==> src/rtl/cache_pkg.sv <==
// Shared types and constants for the cache front-end arbiter.
package cache_pkg;

    localparam int unsigned ADDR_W                   = 32;
    localparam int unsigned DATA_W                   = 32;
    localparam int unsigned ARB_STARVE_LIMIT_DEFAULT = 4;

    typedef enum logic [1:0] {
        ARB_IDLE    = 2'd0,
        ARB_SERVE_I = 2'd1,
        ARB_SERVE_D = 2'd2
    } arb_state_t;

    // One cache access as presented on the c_* bus.
    typedef struct packed {
        logic              write_en;
        logic [ADDR_W-1:0] addr;
        logic [DATA_W-1:0] data;
    } cache_req_t;

endpackage

==> src/rtl/cache_arbiter.sv <==
// Two-port (instruction/data) arbiter in front of a single-ported cache,
// with a starvation guard that forces an instruction grant after a run of data grants.
module cache_arbiter
    import cache_pkg::*;
#(
    parameter int unsigned STARVE_LIMIT = ARB_STARVE_LIMIT_DEFAULT,
    parameter bit          D_FIRST      = 1'b1
) (
    input  logic              clk,
    input  logic              reset,
    input  logic              en,
    input  logic              i_req,
    input  logic [ADDR_W-1:0] i_addr,
    output logic              i_done,
    output logic [DATA_W-1:0] i_rdata,
    input  logic              d_req,
    input  logic              d_write_en,
    input  logic [ADDR_W-1:0] d_addr,
    input  logic [DATA_W-1:0] d_wdata,
    output logic              d_done,
    output logic [DATA_W-1:0] d_rdata,
    output logic              c_ready,
    output logic              c_write_en,
    output logic [ADDR_W-1:0] c_addr,
    output logic [DATA_W-1:0] c_data,
    input  logic              c_hit,
    input  logic [DATA_W-1:0] c_out
);

    localparam int unsigned      CNT_W   = (STARVE_LIMIT < 1) ? 1 : $clog2(STARVE_LIMIT + 1);
    localparam logic [CNT_W-1:0] CNT_MAX = CNT_W'(STARVE_LIMIT);

    arb_state_t       state;
    arb_state_t       state_nxt;
    cache_req_t       hold;
    cache_req_t       hold_nxt;
    logic [CNT_W-1:0] starve_cnt;
    logic [CNT_W-1:0] starve_cnt_nxt;

    cache_req_t       i_pkt;
    cache_req_t       d_pkt;
    cache_req_t       issue;
    logic             grant_i;
    logic             grant_d;

    // The instruction port never writes; its data field is unused.
    assign i_pkt = '{write_en: 1'b0, addr: i_addr, data: '0};
    assign d_pkt = '{write_en: d_write_en, addr: d_addr, data: d_wdata};

    // Idle-cycle winner selection.
    always_comb begin
        grant_i = 1'b0;
        grant_d = 1'b0;
        if (i_req && d_req) begin
            if (!D_FIRST || (starve_cnt == CNT_MAX)) begin
                grant_i = 1'b1;
            end else begin
                grant_d = 1'b1;
            end
        end else begin
            grant_i = i_req;
            grant_d = d_req;
        end
    end

    // Next-state, hold capture, starvation count and bus outputs.
    always_comb begin
        state_nxt      = state;
        hold_nxt       = hold;
        starve_cnt_nxt = starve_cnt;
        issue          = '0;
        c_ready        = 1'b0;
        i_done         = 1'b0;
        d_done         = 1'b0;

        if (reset && en) begin
            case (state)
                ARB_IDLE: begin
                    if (grant_i || grant_d) begin
                        issue   = grant_i ? i_pkt : d_pkt;
                        c_ready = 1'b1;
                        if (c_hit) begin
                            i_done = grant_i;
                            d_done = grant_d;
                        end else begin
                            hold_nxt  = issue;
                            state_nxt = grant_i ? ARB_SERVE_I : ARB_SERVE_D;
                        end
                    end
                end
                ARB_SERVE_I: begin
                    issue   = hold;
                    c_ready = 1'b1;
                    if (c_hit) begin
                        i_done    = 1'b1;
                        state_nxt = ARB_IDLE;
                    end
                end
                ARB_SERVE_D: begin
                    issue   = hold;
                    c_ready = 1'b1;
                    if (c_hit) begin
                        d_done    = 1'b1;
                        state_nxt = ARB_IDLE;
                    end
                end
                default: begin
                    state_nxt = ARB_IDLE;
                end
            endcase

            // Counts data completions the instruction port has waited through.
            if (i_done || !i_req) begin
                starve_cnt_nxt = '0;
            end else if (d_done && (starve_cnt != CNT_MAX)) begin
                starve_cnt_nxt = starve_cnt + CNT_W'(1);
            end
        end
    end

    assign c_write_en = issue.write_en;
    assign c_addr     = issue.addr;
    assign c_data     = issue.data;
    assign i_rdata    = i_done ? c_out : '0;
    assign d_rdata    = d_done ? c_out : '0;

    always_ff @(posedge clk or negedge reset) begin
        if (!reset) begin
            state      <= ARB_IDLE;
            hold       <= '0;
            starve_cnt <= '0;
        end else begin
            state      <= state_nxt;
            hold       <= hold_nxt;
            starve_cnt <= starve_cnt_nxt;
        end
    end

endmodule

==> config.mk <==
export PLATFORM = sky130hd
export DESIGN_NAME = cache_arbiter
export DESIGN_NICKNAME = d
export VERILOG_FILES = /design/src/rtl/cache_pkg.sv /design/src/rtl/cache_arbiter.sv
export SDC_FILE = /design/constraint.sdc
export NUM_CORES = 1
export LEC_CHECK = 0
export CORE_MARGIN = 1.5
export CORE_UTILIZATION = 38
export CTS_CLUSTER_DIAMETER = 200
export DETAILED_ROUTE_END_ITERATION = 10
export PLACE_DENSITY = 0.9
export SLEW_MARGIN = 20
export SYNTH_ARGS = -nofsm -noshare
export SYNTH_HDL_FRONTEND = slang
export SYNTH_SLANG_ARGS = --single-unit
==> constraint.sdc <==
create_clock -name clk -period 2.4 [get_ports clk]
set_clock_uncertainty 0.1 [all_clocks]
set_input_delay 0.24 -clock clk [delete_from_list [all_inputs] [get_ports clk]]
set_output_delay 0.24 -clock clk [all_outputs]
set_load 0.02 [all_outputs]
[After elaboration in Yosys (flattened, before gate mapping)]
Cells that the tools add are included.
Cells by class
  add/subtract/negate cells: 1
  multiply operators: 0
  div/mod/pow operators: 0
  $lt $le $gt $ge: 0
  equal/unequal tests: 7
  shifts and indexed selects: 0
  muxes and demuxes: 31
  bitwise gates (word level): 1
  reduce and logical (&&, ||, !) cells: 12
Operator list (number)
  $mux 65: 3
  $pmux 65 s2: 1
  $mux 32: 2
  $mux 1: 15
  $mux 2: 4
  $reduce_and 4->1: 2
  $mux 3: 2
  $pmux 1 s2: 3
  $ne 2x2->1 const B: 2
  $pmux 2 s2: 1
  $add 3x1->3 const B: 1
  $eq 3x3->1 const B: 1
  $logic_and 1x1->1: 3
  $ne 3x3->1 const B: 1
  $eq 2x1->1 const B: 1
  $eq 2x2->1 const B: 1
  $logic_not 2->1: 1
  $logic_or 1x1->1: 2
  $ne 2x1->1 const B: 1
  $reduce_and 2->1: 1
  $reduce_bool 2->1: 1
  $reduce_or 2->1: 1
  $logic_not 1->1: 1
  $not 1->1: 1
Storage, ports and cells
  register bits after elaboration: 70
  bits in latches: 0
  bits in writable memories: 0
  bits in read-only memories: 0
  bits of input ports: 135
  output and inout bits: 132
  logic and storage cells: 57
  memories: 0

[Logic depth before layout (Yosys ltp)]
Gate-level depths: netlist of the first run.
  depth in word-level cells: 10
  depth in mapped cells: 9
  mapped depth without buffers: 6

[Least setup slack after synthesis of the first run]
No wires, ideal clock.
  kind: reg2out
  start point: register state[0]
  end point: output port c_addr[10]
  data arrival time: 1873 ps
  data required time: 2060 ps
  path slack: 187 ps
  cell stages (with the launch flop): 6
  buffers on the path: 1
  path through: dfrtp_1 ha_1 nand3b_1 or2_2 clkbuf_1 o21ai_0
Between the ends
  word-level cells in the longest chain between the ends: 4
  elaborated cells between the ends (all ways): 6
  classes of those cells: eq/ne (2); mux (2); reduce/logical (2)
Ends and longest elaborated chain
  start: declaration: line cache_arbiter.sv:33  | arb_state_t state;
  start signal: assignment: line cache_arbiter.sv:133  | state <= state_nxt;
  $eq 2x2->1 / $eq 2x1->1 (equally long branches): line cache_arbiter.sv:77  | case (state)
  $reduce_or 2->1 (no source line)
  $pmux 65 s2 *: line cache_arbiter.sv:77
  $mux 65 *: line cache_arbiter.sv:76  | if (reset && en) begin
  end: declaration: line cache_arbiter.sv:24  | output logic [ADDR_W-1:0] c_addr,
Every way passes the cells marked *; elsewhere a longest branch is shown, timed or not.

[Final worst setup path of the first run]
  start point: register starve_cnt[0]
  end point: output port i_rdata[29]
Between the ends
  word-level cells in the longest chain between the ends: 9
  elaborated cells between the ends (all ways): 12
  classes of those cells: eq/ne (1); mux (10); reduce/logical (1)
Ends and longest elaborated chain
  start: declaration: line cache_arbiter.sv:37  | logic [CNT_W-1:0] starve_cnt;
  start signal: assignment: line cache_arbiter.sv:135  | starve_cnt <= starve_cnt_nxt;
  $eq 3x3->1 *: line cache_arbiter.sv:55  | if (!D_FIRST || (starve_cnt == CNT_MAX)) begin
  $mux 1: line cache_arbiter.sv:55
  $mux 1: line cache_arbiter.sv:54  | if (i_req && d_req) begin
  $mux 1 / $logic_or 1x1->1 (equally long branches): line cache_arbiter.sv:82, cache_arbiter.sv:79
  $mux 1 *: line cache_arbiter.sv:79  | if (grant_i || grant_d) begin
  $pmux 1 s2 *: line cache_arbiter.sv:77
  $mux 1 * (2 in series): line cache_arbiter.sv:76
  $mux 32 *: line cache_arbiter.sv:124  | assign i_rdata = i_done ? c_out : '0;
  end: declaration: line cache_arbiter.sv:15  | output logic [DATA_W-1:0] i_rdata,
Every way passes the cells marked *; elsewhere a longest branch is shown, timed or not. The select of a mux whose other input is x is not followed.

==> results of run 1 <==
synth_stat cells, drive strengths merged:
library cell	number	area [sq um]
nor3b	1	7.51
clkbuf	22	82.6
inv	8	30.0
a221o	1	10.0
nor2b	1	6.26
nand3	5	25.0
and3	1	6.26
nor2	38	143
a22o	33	289
a21oi	2	21.3
o22ai	1	6.26
o21ai	67	335
a31oi	2	12.5
a32o	1	10.0
a21bo	2	20.0
mux2i	32	320
ha	6	75.1
a221oi	2	17.5
or3	1	6.26
nand2	69	262
o21bai	1	7.51
nand4	1	6.26
nand3b	2	15.0
nor3	1	5.00
or2	1	6.26
dfrtp	70	1750
a21o	1	7.51
and2	64	400
a22oi	33	248
buf	20	150
a2111oi	1	8.76
nand2b	2	12.5
placed cells by master (no fill, tap or decap), types with 2 or more instances in the layout:
| cell type | netlist | final |
|---|---|---|
| clkdlybuf4s50_1 | 0 | 133 |
| buf_2 | 12 | 90 |
| dfrtp_1 | 70 | 70 |
| nand2_1 | 68 | 68 |
| buf_4 | 0 | 63 |
| and2_1 | 64 | 57 |
| o21ai_0 | 64 | 53 |
| nor2_1 | 38 | 35 |
| a22o_1 | 33 | 33 |
| a22oi_1 | 33 | 32 |
| clkbuf_2 | 0 | 20 |
| mux2i_1 | 32 | 19 |
| buf_6 | 8 | 19 |
| o21ai_1 | 3 | 13 |
| clkbuf_16 | 0 | 11 |
| buf_12 | 0 | 11 |
| mux2i_2 | 0 | 7 |
| and2_4 | 0 | 7 |
| mux2i_4 | 0 | 6 |
| inv_2 | 0 | 4 |
| inv_1 | 8 | 4 |
| nand3_1 | 5 | 4 |
| ha_1 | 6 | 3 |
| clkbuf_8 | 0 | 3 |
| buf_16 | 0 | 3 |
| nand3b_1 | 2 | 2 |
| nor2_4 | 0 | 2 |
| nand2b_1 | 2 | 2 |
| a221oi_1 | 2 | 2 |
| ha_4 | 0 | 2 |
| bufinv_16 | 0 | 2 |
| dlygate4sd2_1 | 0 | 2 |
layout make-up:
cell class	count	area, sq um
Sequential cell	70	1750
Clock buffer	13	270
Timing Repair Buffer	345	2960
Fill cell	847	3170
Clock inverter	3	65.1
Inverter	8	30.0
Multi-Input combinational cell	372	2510
Tap cell	140	175
what timing repair did:
action,in CTS,in global routing
gates resized for setup,487,151
buffers inserted,7,9
gates cloned,5,2
hold buffers,1,0
endpoints found under the hold margin,3,0
pin swaps,4,9
setup endpoints to repair,132,111
where the power goes:
| group | total [uW] | switching, uW | internal [uW] | leakage [uW] |
|---|---|---|---|---|
| clock network | 1460 | 465 | 993 | 0.000166 |
| registers | 2010 | 309 | 1700 | 0.000890 |
| logic | 3080 | 1600 | 1490 | 0.00272 |
worst reg2reg max path, cell delays in order (launching register included):
cell     delay (ps)
dfrtp_1         410
inv_2           100
ha_4            150
o21ai_1          80
buf_4           160
or3_2           510
a21oi_4         170
buf_12          200
a22o_1          180
cells by family (layout without fill, tap and decap cells):
family                     after synthesis  after routing
and+or+nand+nor                        187            187
AOI/OAI and AO/OA                      147            147
DFF                                     70             70
buffers and inverters                   50            369
muxes                                   32             32
adders and majority gates                6              6
metal layers:
| metal | up-vias | part of all wire |
|---|---|---|
| li1 | 2343 | - |
| met1 | 2380 | 0.40 |
| met2 | 199 | 0.52 |
| met3 | 26 | 0.061 |
| met4 | 0 | 0.018 |
| met5 | - | 0 |
sequential cells by signal (all words and copies together), names as in the netlist:
name and count:
hold 65, starve_cnt 3, state 2
worst paths after layout:
check / from / to / slack [ps] / depth (start not counted)
worst max register to register: state[0] / hold[2] / 270 / 8
min in group clk: hold[62] / hold[62] / 380 / 2
max in group asynchronous: reset / hold[26] / 990 / 3
worst max-delay path: starve_cnt[0] / i_rdata[29] / 30 / 10
worst min register to register: hold[62] / hold[62] / 380 / 2
worst min-delay path: reset / state[0] / 370 / 3
metrics by stage:
step,utilization,power [uW],instances,cell area [sq um]
3_5_place_dp,0.680,4930,913,7440
2_1_floorplan,-,3560,492,4300
3_3_place_gp,0.680,4790,913,7440
5_1_grt,0.710,6960,951,7760
4_1_cts,0.714,6490,942,7810
6_report,0.710,6550,951,7760
==> impl_metrics.tcl, run 1 <==
set metrics [dict create \
    yosysSeqAreaShare 0.407 \
    startpoint_type "register" \
    rsz0062_at_grt "yes" \
    post-route-min-period_ps 2370 \
    synth.distinct_cells 36 \
    path_buf_inv 5 \
    grt_start_max_net_pins 68 \
    drtIter0Drc 222 \
    ys_ff_latch 70 \
    crit_chain "inv_2 > ha_4 > a21bo_4 > buf_6 > a31oi_4 > nor2_4 > buf_6 > buf_16 > and2_1 > buf_2" \
    routedWlPerCell_um 17.5 \
    tritoncts "done" \
    clock-sinks 70 \
    diodes 0 \
    wirelength_um 16600 \
    power.leakage_uw 0.00377 \
    hold_ws_ps 370 \
    status "complete, no violations" \
    crit_top_cell "buf_6" \
    slew_headroom 0.453 \
    finalHoldViolCount 0 \
    setup-violations-final 0 \
    yosys.area_share.adder 0.0174 \
    io_buffers 266 \
    grt_busiest_layer "met2" \
    required_ps 2060 \
    syn_area_sq_um 4300 \
    use_met1 0.318 \
    power_density_nw_per_um2 844 \
    holdCritPathClass "primary input to asynchronous set/reset pin" \
    top_level_ports 267 \
    core-area_sq_um 10900 \
    layout-drive-gt1-share 0.327 \
    vias 4948 \
    h-tree-depth 3 \
    crit_slowest_cell "dfrtp_1" \
    synth_compound_area_frac 0.231 \
    grt_use_met3 0.0421 \
    fin_nets 947 \
    row_count 38 \
    gr-total-overflow 0 \
    postSynthAreaPerCell_sq_um 8.75 \
    grt_pass1_wl_um 24300 \
    place_ws_ps -313 \
    fin_tns_setup_ps 0 \
    gp_congestion 0.904 \
    cp_top_family "buffers and inverters" \
    clk_latency_ps 310 \
    crit_fanout 8 \
    die-area_sq_um 12000 \
    clockRootBuffer "clkbuf_16" \
    groute.usage.overall 0.257 \
    ant_nets 0 \
    fin_ws_ps 29.2 \
    clock_path_buffers 2 \
    initial_core_util 0.394 \
    hpwl_um 11500 \
    first_pass_iters 5 \
    synthXorXnorAreaFrac 0 \
    grtUsageMet2 0.453 \
    yosys_warnings 0 \
    worst_pin_slew_ps 821 \
    area_delta_synth_final_pct 80.4 \
    route.detailed.drc 0 \
    antenna_found_initial 0 \
    synth_top_family_by_area "compound AO/OA/AOI/OAI gates" \
    yosys.area_share.simple 0.209 \
    vdd_drop_max_mv 0.542 \
    cp.arrival_ps 2030 \
    synth_nets 633 \
    die_x_um 109 \
    synth_mux_area_frac 0.0744 \
    dieHeight_um 109 \
    clkSlewWorstSetupHoldPaths_ps 50 \
    final_max_slew_viol_count 0 \
    cts_buffers 9 \
    fmax_ghz 0.422 \
    syn_inst 492 \
    cap_violations 0 \
    crit_type "register to output port" \
    detail_route.vias_per_cell 5.20 \
    fin_crit_sh 0.988 \
    grt_pass1_vias 4969 \
    endpoint_kind "output port" \
    cpPeakStageDelay_ps 360 \
]
No activity file was read; power rests on OpenSTA's default activity.
==> inputs of run 2 (changes only) <==
PLACE_DENSITY = 0.82   (was 0.9)
==> impl_metrics.tcl, run 2 (synthesized netlist as in run 1, its figures left out) <==
set metrics [dict create \
    fin_area_sq_um 8080 \
    vdd_drop_max_mv 0.438 \
    crit_fanout 32 \
    grt_pass1_wl_um 25200 \
    power.leakage_uw 0.00379 \
    initial_core_util 0.394 \
    antenna_found_initial 0 \
    clk_latency_ps 320 \
    grt_start_max_net_pins 65 \
    layout-drive-gt1-share 0.356 \
    row_count 38 \
    worst_pin_slew_ps 567 \
    holdCritPathClass "register to register" \
    setup-violations-final 24 \
    route.detailed.drc 0 \
    tritoncts "done" \
    vias 5092 \
    clock-sinks 70 \
    fmax_ghz 0.396 \
    top_level_ports 267 \
    cap_violations 0 \
    hold_ws_ps 380 \
    fin_nets 951 \
    place_inst 912 \
    hpwl_um 11500 \
    multi_input_area_sq_um 2700 \
    clockRootBuffer "clkbuf_16" \
    status "complete, but fails checks" \
    gp_congestion 0.946 \
    area_delta_synth_final_pct 87.8 \
    required_ps 2060 \
    ant_nets 0 \
    failed_checks "negative setup slack" \
    grt_pass1_vias 4933 \
    slew_headroom 0.622 \
    placed_area_sq_um 7440 \
    routedWlPerCell_um 19.2 \
    die-area_sq_um 12000 \
    wirelength_um 18300 \
    dieHeight_um 109 \
    groute.usage.overall 0.272 \
    mostFrequentLayoutCells "clkdlybuf4s50_1 (133), buf_4 (97), buf_2 (73), dfrtp_1 (70), nand2_1 (68)" \
    finalHoldViolCount 0 \
    cp.arrival_ps 2180 \
    seq_area_sq_um 1750 \
    fin_crit_sh 1.05 \
    h-tree-depth 3 \
    crit_slowest_cell "dlygate4sd3_1" \
    rsz0062_at_grt "yes" \
    endpoint_kind "output port" \
    cp_top_family "buffers and inverters" \
    drtIter0Drc 282 \
    crit_type "primary input to output port" \
    post-route-min-period_ps 2520 \
    path_buf_inv 4 \
    clkSlewWorstSetupHoldPaths_ps 60 \
    die_x_um 109 \
    largest_reg_flops 65 \
    detail_route.vias_per_cell 5.33 \
    filler_cell_count 795 \
    final_max_slew_viol_count 0 \
    layout.cells.most_common "clkdlybuf4s50_1" \
    first_pass_iters 5 \
    fin_ws_ps -122 \
    regMostFlops "hold" \
    cpPeakStageDelay_ps 580 \
    io_buffers 266 \
    clock_path_buffers 2 \
    finalNonFillerCells 955 \
    gr-total-overflow 0 \
    cts_buffers 9 \
    largestRegisters "hold x65, starve_cnt x3, state x2" \
    diodes 0 \
    startpoint_type "primary input" \
    power_density_nw_per_um2 816 \
    crit_chain "dlygate4sd3_1 > buf_2 > nand3b_1 > or2_2 > buf_12 > o21ai_1 > buf_4" \
    core-area_sq_um 10900 \
]
-- run 2: changes by cell type in the layout (fill, tap and decap cells not counted), sizes merged --
cell / change
dlygate4sd2: -1
clkbuf: -21
buf: +24
clkinvlp: +1
bufinv: -1
clkinv: +2
-- run 2: worst paths after layout --
check | start | endpoint | slack (ps) | cells past startpoint
max | reset | c_addr[25] | -120 | 7
min | hold[42] | hold[42] | 380 | 2
max reg2reg | starve_cnt[1] | hold[63] | 120 | 12
min reg2reg | hold[42] | hold[42] | 380 | 2
max in group asynchronous | reset | hold[17] | 1220 | 3
min in group asynchronous | reset | hold[12] | 500 | 3
-- run 2: layer usage --
layer  global-route usage  wire length [um]
met1                0.343              7200
met2                0.443              8910
met3               0.0676              1530
met4                0.115               660
met5                    0                 0
-- run 2: area by class of cell --
class | instances | share of cell area
Timing Repair Buffer | 349 | 0.388
Clock buffer | 11 | 0.0288
Sequential cell | 70 | 0.217
Tap cell | 140 | 0.0217
Clock inverter | 5 | 0.00743
Multi-Input combinational cell | 372 | 0.334
Inverter | 8 | 0.00372
-- run 2: where the power goes --
part	total [uW]	switching [uW]	leakage [uW]	internal [uW]
logic	3270	1700	0.00276	1570
clock network	1310	503	0.000140	807
registers	2020	324	0.000890	1700
total	6600	2530	0.00379	4070
-- run 2: per-stage QoR --
step | utilization | setup slack [ps] | TNS (ps) | power, uW
6_report | 0.739 | -122 | -428 | 6600
5_1_grt | 0.739 | -165 | -3170 | 6980
4_1_cts | 0.702 | -50.4 | -698 | 6270
3_5_place_dp | 0.680 | -258 | -18370 | 4910
3_3_place_gp | 0.680 | -198 | -13510 | 4800
2_1_floorplan | - | 187 | 0 | 3560
-- run 2: worst reg2reg max path, delay by kind of cell (launching register included) --
kind,cells,cell delay (ps)
buf+inv,7,920
mux,1,190
fa+ha+maj,1,150
flops,1,410
compound gates,2,330
simple gates,1,110
-- run 2: repair_timing --
| item | 4_1_cts | 5_1_grt |
|---|---|---|
| endpoints found under the hold margin | 54 | 0 |
| setup buffers | 13 | 7 |
| hold buffers | 1 | 0 |
| pin swaps | 2 | 17 |
| cloned | 5 | 3 |
| gates resized for setup | 604 | 148 |
| setup endpoints to repair | 131 | 102 |
==> inputs of run 3 (changes only) <==
PLACE_DENSITY = not set   (was 0.82)
PLACE_DENSITY_LB_ADDON = 0.25   (was not set)
==> impl_metrics.tcl, run 3 (synthesized netlist as in run 1, its figures left out) <==
set metrics [dict create \
    crit_slowest_cell "dlygate4sd3_1" \
    die_x_um 109 \
    crit_type "primary input to output port" \
    ant_nets 0 \
    clock_path_buffers 2 \
    h-tree-depth 3 \
    fmax_ghz 0.409 \
    detail_route.vias_per_cell 5.22 \
    routedWlPerCell_um 18.0 \
    mostFrequentLayoutCells "clkdlybuf4s50_1 (133), buf_2 (95), buf_4 (84), dfrtp_1 (70), and2_1 (63)" \
    fin_tns_setup_ps -148 \
    row_count 38 \
    cpPeakStageDelay_ps 560 \
    fin_util 0.742 \
    gp_congestion 0.852 \
    top_level_ports 267 \
    clkSlewWorstSetupHoldPaths_ps 60 \
    required_ps 2060 \
    failed_checks "negative setup slack" \
    diodes 0 \
    wirelength_um 17400 \
    holdCritPathClass "register to register" \
    antenna_found_initial 0 \
    finalHoldViolCount 0 \
    grt_start_max_net_pins 65 \
    setup-violations-final 6 \
    fin_crit_sh 1.02 \
    power.leakage_uw 0.00385 \
    largestRegisters "hold x65, starve_cnt x3, state x2" \
    cp_top_family "buffers and inverters" \
    clk_latency_ps 320 \
    area_delta_synth_final_pct 88.5 \
    crit_fanout 8 \
    regMostFlops "hold" \
    fin_nets 960 \
    endpoint_kind "output port" \
    clock-sinks 70 \
    largest_reg_flops 65 \
    worst_pin_slew_ps 532 \
    core-area_sq_um 10900 \
    vias 5030 \
    crit_chain "dlygate4sd3_1 > buf_2 > nand3b_1 > buf_6 > nor2_4 > buf_6 > clkbuf_16 > nand2_2 > o21ai_1 > buf_4" \
    cp.arrival_ps 2100 \
    whs_path_depth 2 \
    startpoint_type "primary input" \
    placed_area_sq_um 7500 \
    rr_worst_depth 8 \
    post-route-min-period_ps 2440 \
    tritoncts "done" \
    layout.cells.most_common "clkdlybuf4s50_1" \
    vdd_drop_max_mv 0.599 \
    final_max_slew_viol_count 0 \
    hpwl_um 11200 \
    gr-total-overflow 0 \
    dieHeight_um 109 \
    grt_pass1_vias 4907 \
    crit_top_cell "buf_6" \
    clockRootBuffer "clkbuf_16" \
    slew_headroom 0.645 \
    path_buf_inv 6 \
    crit_cells 10 \
    groute.usage.overall 0.259 \
    layout-drive-gt1-share 0.370 \
    fin_area_sq_um 8110 \
    io_buffers 266 \
    grt_pass1_wl_um 24200 \
    route.detailed.drc 0 \
    power_uw 6830 \
    cap_violations 0 \
    first_pass_iters 5 \
    die-area_sq_um 12000 \
    drtIter0Drc 340 \
    rsz0062_at_grt "yes" \
    filler_cell_count 789 \
    cts_buffers 9 \
    fin_ws_ps -44.0 \
    initial_core_util 0.394 \
    power_density_nw_per_um2 842 \
    status "complete, but fails checks" \
]
-- run 3: cell count changes in the layout (fill, tap and decap cells not counted), sizes merged --
cell | before | now
clkbuf | 14 | 30
buf | 210 | 203
clkdlybuf4s15 | 1 | 4
clkinv | 3 | 1
bufinv | 1 | 2
clkinvlp | 1 | 0
dlygate4sd2 | 1 | 0
-- run 3: what timing repair did --
item                       in CTS  in global routing
gates cloned                    3                  4
setup endpoints to repair     132                131
resized for setup             519                171
hold buffers                    2                  0
pin swaps                       2                  9
buffers inserted               15                  7
hold endpoints to repair       37                  0
-- run 3: per-stage QoR --
step	hold WS [ps]	setup slack, ps	cells
floorplan	-156	187	492
global placement	265	-301	918
finish	384	-44.0	964
global route	410	-109	964
CTS	382	-28.4	954
detailed placement	271	-352	918
-- run 3: final timing paths --
kind | startpoint | slack (ps) | end
setup / recovery | reset | -40 | c_addr[9]
max in group asynchronous | reset | 1250 | hold[63]
hold reg to reg | hold[59] | 380 | hold[59]
min in group asynchronous | reset | 540 | hold[30]
setup reg to reg | state[1] | 240 | hold[50]
hold / removal | hold[59] | 380 | hold[59]
-- run 3: tightest hold or removal path: stages, from the launching register on --
cell and delay [ps]:
dfrtp_1 340, nand2_1 40, o21ai_0 60
-- run 3: layout make-up --
cell class              instances  area, sq um  area share
clock inverters                 3         65.1     0.00802
inverters                       8         30.0     0.00370
multi-input cells             372         2730       0.337
flip-flops and latches         70         1750       0.216
well taps                     140          175      0.0216
clock buffers                  13          270      0.0333
repair buffers                358         3090       0.381
-- run 3: report_power, final --
group	switching, uW	internal [uW]	leakage, uW
combinational	1690	1650	0.00279
sequential	328	1700	0.000890
clock	467	993	0.000166
total	2490	4340	0.00385
-- run 3: layer usage --
layer	share of wire	wire, um	up-vias	global-route usage
li1	-	-	2377	-
met1	0.39	6800	2410	0.317
met2	0.51	8930	205	0.457
met3	0.068	1180	38	0.0504
met4	0.027	478	0	0.0835
met5	0	0	-	0
